===== config.mk =====
export PLATFORM = sky130hd
export DESIGN_NAME = uart_rx_word_packer
export DESIGN_NICKNAME = d
export VERILOG_FILES = /design/src/rtl/uart_rx_word_packer_pkg.sv /design/src/rtl/uart_rx_core.sv /design/src/rtl/uart_rx_word_packer.sv
export SDC_FILE = /design/constraint.sdc
export NUM_CORES = 1
export LEC_CHECK = 0
export CAP_MARGIN = 40
export CORE_ASPECT_RATIO = 0.8
export CORE_MARGIN = 2
export CORE_UTILIZATION = 64
export CTS_BUF_LIST = sky130_fd_sc_hd__clkbuf_4
export CTS_CLUSTER_DIAMETER = 40
export DETAILED_ROUTE_END_ITERATION = 8
export GPL_TIMING_DRIVEN = 0
export PLACE_DENSITY = 0.87
export SLEW_MARGIN = 0
export SYNTH_ARGS = -nofsm -noshare
export SYNTH_HDL_FRONTEND = slang
export SYNTH_SLANG_ARGS = --single-unit

===== constraint.sdc =====
create_clock -name clk -period 4.2 [get_ports clk]
set_input_delay 0.84 -clock clk [delete_from_list [all_inputs] [get_ports clk]]
set_output_delay 0.84 -clock clk [all_outputs]
set_load 0.01 [all_outputs]

===== src/rtl/uart_rx_word_packer_pkg.sv =====
// Shared definitions for the UART receive / word packing slice.
//   - parity mode codes (PARITY parameter values)
//   - receiver FSM state encodings
//   - byte_lane(): maps a byte arrival index onto a word lane
package uart_rx_word_packer_pkg;

   localparam int PARITY_NONE = 0;
   localparam int PARITY_ODD  = 1;
   localparam int PARITY_EVEN = 2;

   localparam logic [2:0] ST_IDLE   = 3'd0;
   localparam logic [2:0] ST_START  = 3'd1;
   localparam logic [2:0] ST_DATA   = 3'd2;
   localparam logic [2:0] ST_PARITY = 3'd3;
   localparam logic [2:0] ST_STOP   = 3'd4;

   // Arrival index idx lands in lane idx (LSB-first) or lane nb-1-idx (MSB-first).
   function automatic int unsigned byte_lane(input int unsigned idx,
                                             input int unsigned nb,
                                             input bit          msb_first);
      return msb_first ? (nb - 1 - idx) : idx;
   endfunction

endpackage


===== src/rtl/uart_rx_core.sv =====
// UART receive core: 2-FF rx synchroniser, baud counter, frame FSM, error detect.
// Ports:
//   clk, rst     system clock, asynchronous active-high reset
//   rx           raw serial input, idle high
//   byte_done    1-cycle pulse: byte_data holds a clean byte (good stop, good parity)
//   byte_data    received byte, valid with byte_done
//   frame_err    1-cycle pulse: stop bit sampled low
//   parity_err   1-cycle pulse: parity mismatch (reported at the stop-bit sample)
module uart_rx_core
   import uart_rx_word_packer_pkg::*;
#(
   parameter int CLK_FREQ = 50_000_000,
   parameter int BAUD     = 9600,
   parameter int PARITY   = PARITY_NONE
) (
   input  logic       clk,
   input  logic       rst,
   input  logic       rx,
   output logic       byte_done,
   output logic [7:0] byte_data,
   output logic       frame_err,
   output logic       parity_err
);

   localparam int BIT_CYC  = CLK_FREQ / BAUD;
   localparam int HALF_CYC = BIT_CYC / 2;
   localparam int CNT_W    = $clog2(BIT_CYC + 1);

   logic             rx_meta_q, rx_s_q, rx_prev_q;
   logic [2:0]       state_q, state_d;
   logic [CNT_W-1:0] cnt_q, cnt_d;
   logic [2:0]       bit_q, bit_d;
   logic [7:0]       shift_q, shift_d;
   logic             par_err_q, par_err_d;
   logic             half_hit, full_hit, stop_sample;

   assign half_hit    = (cnt_q == CNT_W'(HALF_CYC - 1));
   assign full_hit    = (cnt_q == CNT_W'(BIT_CYC - 1));
   assign stop_sample = (state_q == ST_STOP) && full_hit;

   // Synchroniser flops come out of reset at the idle level so that releasing
   // reset never looks like a falling edge (a phantom start bit).
   always_ff @(posedge clk or posedge rst) begin
      if (rst) begin
         rx_meta_q <= 1'b1;
         rx_s_q    <= 1'b1;
         rx_prev_q <= 1'b1;
         state_q   <= ST_IDLE;
         cnt_q     <= '0;
         bit_q     <= '0;
         shift_q   <= '0;
         par_err_q <= 1'b0;
      end else begin
         // NOTE: non-blocking assignments so every flop samples pre-edge values; blocking here would collapse the synchroniser chain into one stage.
         rx_meta_q <= rx;
         rx_s_q    <= rx_meta_q;
         rx_prev_q <= rx_s_q;
         state_q   <= state_d;
         cnt_q     <= cnt_d;
         bit_q     <= bit_d;
         shift_q   <= shift_d;
         par_err_q <= par_err_d;
      end
   end

   always_comb begin
      // NOTE: every output of this block gets a default first; a path that skips an assignment would otherwise infer a latch.
      state_d   = state_q;
      cnt_d     = cnt_q + CNT_W'(1);
      bit_d     = bit_q;
      shift_d   = shift_q;
      par_err_d = par_err_q;
      case (state_q)
         ST_IDLE: begin
            cnt_d = '0;
            if (rx_prev_q && !rx_s_q) state_d = ST_START;
         end
         ST_START: begin
            // Mid-start-bit check rejects glitches shorter than half a bit.
            if (half_hit) begin
               cnt_d     = '0;
               bit_d     = '0;
               par_err_d = 1'b0;
               state_d   = rx_s_q ? ST_IDLE : ST_DATA;
            end
         end
         ST_DATA: begin
            if (full_hit) begin
               cnt_d   = '0;
               shift_d = {rx_s_q, shift_q[7:1]};
               bit_d   = bit_q + 3'd1;
               if (bit_q == 3'd7) state_d = (PARITY != PARITY_NONE) ? ST_PARITY : ST_STOP;
            end
         end
         ST_PARITY: begin
            if (full_hit) begin
               cnt_d = '0;
               if (PARITY == PARITY_ODD)       par_err_d = ~(^shift_q ^ rx_s_q);
               else if (PARITY == PARITY_EVEN) par_err_d = ^shift_q ^ rx_s_q;
               else                            par_err_d = 1'b0;
               state_d = ST_STOP;
            end
         end
         ST_STOP: begin
            if (full_hit) begin
               cnt_d   = '0;
               state_d = ST_IDLE;
            end
         end
         default: begin
            cnt_d   = '0;
            state_d = ST_IDLE;
         end
      endcase
   end

   assign byte_done  = stop_sample && rx_s_q && !par_err_q;
   assign byte_data  = shift_q;
   assign frame_err  = stop_sample && !rx_s_q;
   assign parity_err = stop_sample && par_err_q;

endmodule


===== src/rtl/uart_rx_word_packer.sv =====
// UART receiver plus byte-to-word packer feeding the SDRAM write FIFO.
// Ports:
//   clk, rst     system clock, asynchronous active-high reset
//   rx           UART serial input, idle high
//   flush        level: emit a partial word once the output register is free
//   word_data    packed word, unused lanes zero
//   word_bytes   number of valid bytes in word_data
//   word_valid   held until word_ready (transfer = valid & ready)
//   word_ready   downstream accept
//   frame_err    1-cycle pulse, stop bit low
//   parity_err   1-cycle pulse, parity mismatch
//   overrun      1-cycle pulse, completed word dropped because output was busy
module uart_rx_word_packer
   import uart_rx_word_packer_pkg::*;
#(
   parameter  int CLK_FREQ  = 50_000_000,
   parameter  int BAUD      = 9600,
   parameter  int DATA_W    = 16,
   parameter  int PARITY    = PARITY_NONE,
   parameter  int MSB_FIRST = 0,
   localparam int NB        = DATA_W / 8,
   localparam int BYTES_W   = $clog2(NB) + 1
) (
   input  logic               clk,
   input  logic               rst,
   input  logic               rx,
   input  logic               flush,
   output logic [DATA_W-1:0]  word_data,
   output logic [BYTES_W-1:0] word_bytes,
   output logic               word_valid,
   input  logic               word_ready,
   output logic               frame_err,
   output logic               parity_err,
   output logic               overrun
);

   logic        byte_done;
   logic [7:0]  byte_data;

   uart_rx_core #(
      .CLK_FREQ (CLK_FREQ),
      .BAUD     (BAUD),
      .PARITY   (PARITY)
   ) u_core (
      .clk        (clk),
      .rst        (rst),
      .rx         (rx),
      .byte_done  (byte_done),
      .byte_data  (byte_data),
      .frame_err  (frame_err),
      .parity_err (parity_err)
   );

   logic [DATA_W-1:0]  pack_q, pack_d, word_q, word_d;
   logic [BYTES_W-1:0] idx_q, idx_d, bytes_q, bytes_d;
   logic               valid_q, valid_d, overrun_q, overrun_d;
   logic               full, out_free, flush_go, load;
   int unsigned        lane_sel;

   assign full     = (idx_q == BYTES_W'(NB));
   // The output register counts as free when it is empty or being drained this cycle.
   assign out_free = !valid_q || word_ready;
   // A byte arriving in the same cycle wins; flush is seen again next cycle.
   assign flush_go = flush && (idx_q != '0) && !full && !byte_done && out_free;
   assign load     = (full && out_free) || flush_go;
   assign lane_sel = byte_lane(32'(idx_q), NB, MSB_FIRST != 0);

   always_comb begin
      pack_d    = pack_q;
      idx_d     = idx_q;
      word_d    = word_q;
      bytes_d   = bytes_q;
      valid_d   = valid_q && !word_ready;
      overrun_d = 1'b0;
      if (load) begin
         word_d  = pack_q;
         bytes_d = idx_q;
         valid_d = 1'b1;
      end
      // A full word is always retired from the packer, loaded or dropped.
      if (full || flush_go) begin
         pack_d    = '0;
         idx_d     = '0;
         overrun_d = full && !out_free;
      end
      if (byte_done && !full) begin
         pack_d[lane_sel*8 +: 8] = byte_data;
         idx_d                   = idx_q + BYTES_W'(1);
      end
   end

   always_ff @(posedge clk or posedge rst) begin
      if (rst) begin
         // NOTE: the pack register is reset, not left unknown: lanes a partial flush does not fill must read as zero.
         pack_q    <= '0;
         idx_q     <= '0;
         word_q    <= '0;
         bytes_q   <= '0;
         valid_q   <= 1'b0;
         overrun_q <= 1'b0;
      end else begin
         pack_q    <= pack_d;
         idx_q     <= idx_d;
         word_q    <= word_d;
         bytes_q   <= bytes_d;
         valid_q   <= valid_d;
         overrun_q <= overrun_d;
      end
   end

   assign word_data  = word_q;
   assign word_bytes = bytes_q;
   assign word_valid = valid_q;
   assign overrun    = overrun_q;

endmodule


Word level (Yosys, flattened, before mapping)

Cells that the tools add are included.

Register bits: 69
Word-level logic and storage cells: 92
Input bits: 5
Output and inout port bits: 22

Shift operators: 2
$add $sub $neg: 4
Equal/unequal tests: 14
Reductions and logical operators: 34
Multiplexer cells: 24

Operator list:

| cell                                                   | count |
|---|---|
| negation 5 -> 34 bit                                   | 1 |
| variable shift 8 x 34 -> 16 bit (first input constant) | 1 |
| variable part select 8 x 34 -> 16 bit                  | 1 |
| 2-to-1 mux 16 bit                                      | 2 |
| 2-to-1 mux 13 bit                                      | 2 |
| one-hot mux 13 bit (2 select lines)                    | 1 |
| 2-to-1 mux 3 bit                                       | 8 |
| bitwise mux 16 bit                                     | 1 |
| one-hot mux 3 bit (5 select lines)                     | 1 |
| logical AND 1 bit                                      | 14 |
| adder 13 x 1 -> 13 bit (second input constant)         | 1 |
| equality test 13 x 12 -> 1 bit (second input constant) | 1 |
| equality test 13 bit (second input constant)           | 1 |
| != test 2 x 1 -> 1 bit (second input constant)         | 6 |
| nonzero test 2 bit                                     | 4 |
| zero test 1 bit                                        | 7 |
| equality test 3 x 2 -> 1 bit (second input constant)   | 2 |
| equality test 3 bit (second input constant)            | 2 |
| 2-to-1 mux 2 bit                                       | 3 |
| one-hot mux 3 bit (2 select lines)                     | 1 |
| AND reduction 3 bit                                    | 2 |
| AND reduction 6 bit                                    | 1 |
| 2-to-1 mux 1 bit                                       | 4 |
| adder 3 x 1 -> 3 bit (second input constant)           | 1 |
| other kinds (8)                                        | 10 |

Logic depth before layout (Yosys ltp)

Depth in word-level cells: 11
Mapped depth: 8
Mapped depth without buffers: 7

Cells and area by module

From an unflattened synthesis, not the netlist that was laid out.

Cell total of the unflattened synthesis: 247
Area total of the unflattened synthesis: 3096.7 sq um

By module, submodules not included:

| module              | cells each | instances | sequential area each (sq um) | area each (sq um) |
|---|---|---|---|---|
| uart_rx_word_packer | 120        | 1         | 950.9                        | 1624.1 |
| uart_rx_core        | 127        | 1         | 754.5                        | 1472.7 |

Least setup slack after synthesis

No wires, ideal clock.

Kind: reg2out
Start point: register u_core.cnt_q[3]
End point: output port frame_err
Cell stages (with the launch flop): 5
Path buffers: 1
Arrival: 1926 ps
Required time: 3360 ps
Slack: 1434 ps
Cell sequence: dfrtp_1 or4b_4 or4_1 buf_2 nor3_1

Word-level cells in the longest chain between the ends: 3

Ends and longest elaborated chain:

| item                   | line                      | RTL |
|---|---|---|
| from (decl)            | uart_rx_core.sv:31        | `logic [CNT_W-1:0] cnt_q, cnt_d;` |
| from (signal assigned) | uart_rx_core.sv:59        | `cnt_q <= cnt_d;` |
| equality test 13 bit   | uart_rx_core.sv:38        | `assign full_hit = (cnt_q == CNT_W'(BIT_CYC - 1));` |
| logical AND 1 bit      | uart_rx_core.sv:39        | `assign stop_sample = (state_q == ST_STOP) && full_hit;` |
| logical AND 1 bit      | uart_rx_core.sv:119       | `assign frame_err = stop_sample && !rx_s_q;` |
| to (decl)              | uart_rx_word_packer.sv:32 | `output logic frame_err,` |

No other way between the ends.

Worst setup path in the final report

Ends and elaborated chain as after synthesis.

==> flow_summary.yaml <==
timing:
  maxSlewHeadroom_pct: 56.4
  setup_viol: 0
  rsz0062_at_grt: "no"
  hold_viol: 0
  clock.fmax_mhz: 268
  fin_crit_ps: 3740
  finalCritPeriodShare_pct: 88.9
  fin_skew_ps: 13.8
  setup_tns_ps: 0
  worstMarginPinSlew_ps: 649
  maxSlewViolCount: 0
drt:
  drc: 0
  via_per_inst: 5.73
  antenna_left: 0
  wirelength_microns: 5450
  firstDrtPassIters: 4
  first_iter_violations: 220
  wire_per_inst_microns: 16.6
  vias: 1878
global_route:
  grt_pass1_vias: 1853
  gr-usage-met3_pct: 8.36
  grt_util_met1_pct: 36.6
  use_met2_pct: 34.3
  antenna_found_initial: 0
  grt_pass1_wl_microns: 9380
  grt_max_degree: 26
  gr-max-usage-layer: "met1"
  grt_usage_pct: 24.8
  overflow: 0
synth:
  synthCells: 225
  syn_area_sq_mm: 0.00298
  yosysMostFrequentCell: "dfrtp_1"
  netlist_top_cells_count: "dfrtp_1, nor2_1, a22o_1, mux2_2, nand2_1"
  synth_ff_type: "dfrtp_1"
  synthArstFlopShare_pct: 100
  synth_nets: 237
  synthTopCellsByArea: "dfrtp_1, mux2_2, mux2_4"
  avgSynthCellArea_sq_um: 13.2
  ys_ff_latch: 68
  synth_edf_count: 0
  yosysTopAreaCell: "dfrtp_1"
  yosys_warnings: 0
  synth_top_area_share_pct: 54.6
  synth.distinct_cells: 44
  ys_seq_area_share_pct: 57.3
setup_path:
  path_class: "register to output pin"
  critical_path_peak_fanout: 6
  required_ps: 3360
  cp-end-kind: "output pin"
  arrival_ps: 2900
  cp-start-kind: "register"
placed_design:
  dp_hpwl_microns: 3890
  io_buffers: 25
  dp_cells: 312
  globalplace.congestion: 0.802
clock_network:
  cts_tree: "yes"
  post_cts_buffers: 0
  root_buffer: "clkbuf_4"
  numCtsBuffers: 9
  holdBufCountCts: 0
  htreeDepth: 3
  clock_path_buffers: 2
  cts_resized: 0
  clock_sinks: 68
  clk_latency_ps: 410
  clk_pin_slew_worst_paths_ps: 100
die:
  dieArea_sq_mm: 0.00522
  rows: 22
  chipHeight_microns: 65.0
  coreArea_sq_mm: 0.00454
  die_x_microns: 80.3
  initial_utilization_pct: 65.6
  io_pins: 27
pwr:
  power_frac_seq_pct: 53.1
  pwr-share-clk_pct: 31.1
  p_sw_mw: 0.378
  power.density_mw_per_mm2: 379
  p_int_mw: 0.941
  p_sw_share_pct: 28.7
  ir_drop_mv: 0.482
  power.leakage_nw: 1.63
  p_comb_share_pct: 15.8
finish:
  fillers: 292
  syn_to_final_growth_pct: 17.0
  layout-drive-gt1-share_pct: 22.8
  final_cell_count_no_fill: 328
  nets: 275
  n_antenna_cell: 0
run_status:
  status: "finished, final reports clean"
run:
  drv_cap: 0
min_path:
  hold_path.class: "register to register"
[layout by cell type, fill, tap and decap left out, drive strengths merged, types with 2 or more instances in the layout]
cell	synthesis	final
a22o	16	16
and3	5	5
buf	4	6
clkbuf	2	11
clkdlybuf4s50	0	25
clkinv	0	5
dfrtp	65	65
dfstp	3	3
ha	7	7
inv	7	8
mux2	27	27
mux2i	3	3
nand2	11	11
nand2b	3	3
nand3	8	8
nand3b	2	2
nor2	18	18
nor2b	2	2
nor3b	2	2
nor4	3	3
o21ai	5	5
o31ai	3	3
or2	2	2
or4	3	3
or4b	2	2
xnor2	4	4
xor2	7	7
[critical path, cell delays in order (launching register included)]
cell and delay [ps]:
dfrtp_1 460, or4b_4 580, or4_1 500, buf_2 190, nor3_1 210, clkdlybuf4s50_1 560
[power by group through the flow]
stage | sequential (mW) | combinational (mW) | clock, mW
6_report | 0.701 | 0.209 | 0.410
3_5_place_dp | 0.713 | 0.210 | 0
4_1_cts | 0.700 | 0.211 | 0.420
5_1_grt | 0.704 | 0.237 | 0.447
2_1_floorplan | 0.710 | 0.152 | 0
3_3_place_gp | 0.711 | 0.200 | 0
[kinds of logic (layout without fill, tap and decap cells)]
group / Yosys count / in the layout / synth area share (%)
AOI/OAI and AO/OA: 28 / 28 / 8.36
xor gates and xnor gates: 11 / 11 / 3.24
adders and majority gates: 7 / 7 / 2.94
buffers and inverters: 13 / 56 / 2.10
DFF: 68 / 68 / 57.3
muxes: 30 / 30 / 12.5
other: 1 / 1 / 0.126
and+or+nand+nor: 67 / 67 / 13.5
[worst paths after layout]
check / slack [ps] / depth (start not counted) / startpoint / to
setup / recovery: 460 / 5 / u_core.cnt_q[3] / frame_err
min in group asynchronous: 780 / 2 / rst / pack_q[9]
hold / removal: 370 / 0 / u_core.rx_meta_q / u_core.rx_s_q
max in group asynchronous: 2730 / 4 / rst / u_core.byte_data[5]
hold reg to reg: 370 / 0 / u_core.rx_meta_q / u_core.rx_s_q
setup reg to reg: 1410 / 7 / idx_q[0] / pack_q[11]
[layout make-up]
class,instances,area (sq um),share of cell area (%)
clock buffers,9,67.6,1.94
well taps,60,75.1,2.15
repair buffers,27,298,8.55
plain buffers,6,36.3,1.04
clock inverters,7,66.3,1.90
inverters,7,26.3,0.754
flip-flops and latches,68,1710,48.9
multi-input cells,144,1210,34.7
[metal layers]
metal | routed length, microns | vias to the layer above
met5 | 0 | -
li1 | - | 875
met2 | 2470 | 74
met4 | 117 | 0
met1 | 2520 | 913
met3 | 342 | 16
[registers in the layout (all words and copies together) (netlist names), 2 cells and up]
register / cells
word_data: 16
word_bytes: 2
u_core.byte_data: 8
pack_q: 16
u_core.state_q: 3
idx_q: 2
u_core.cnt_q: 13
u_core.bit_q: 3
[metrics by stage]
step	setup WS [ps]	hold slack, ps	total power, mW	instance area (sq um)	utilization [%]
6_report	465	365	1.32	3480	76.7
5_1_grt	357	372	1.39	3480	76.7
4_1_cts	439	369	1.33	3480	76.7
3_5_place_dp	890	351	0.923	3350	73.8
3_3_place_gp	590	347	0.911	3300	72.7
2_1_floorplan	1430	345	0.862	2980	-
No activity file was read; power rests on OpenSTA's default activity.
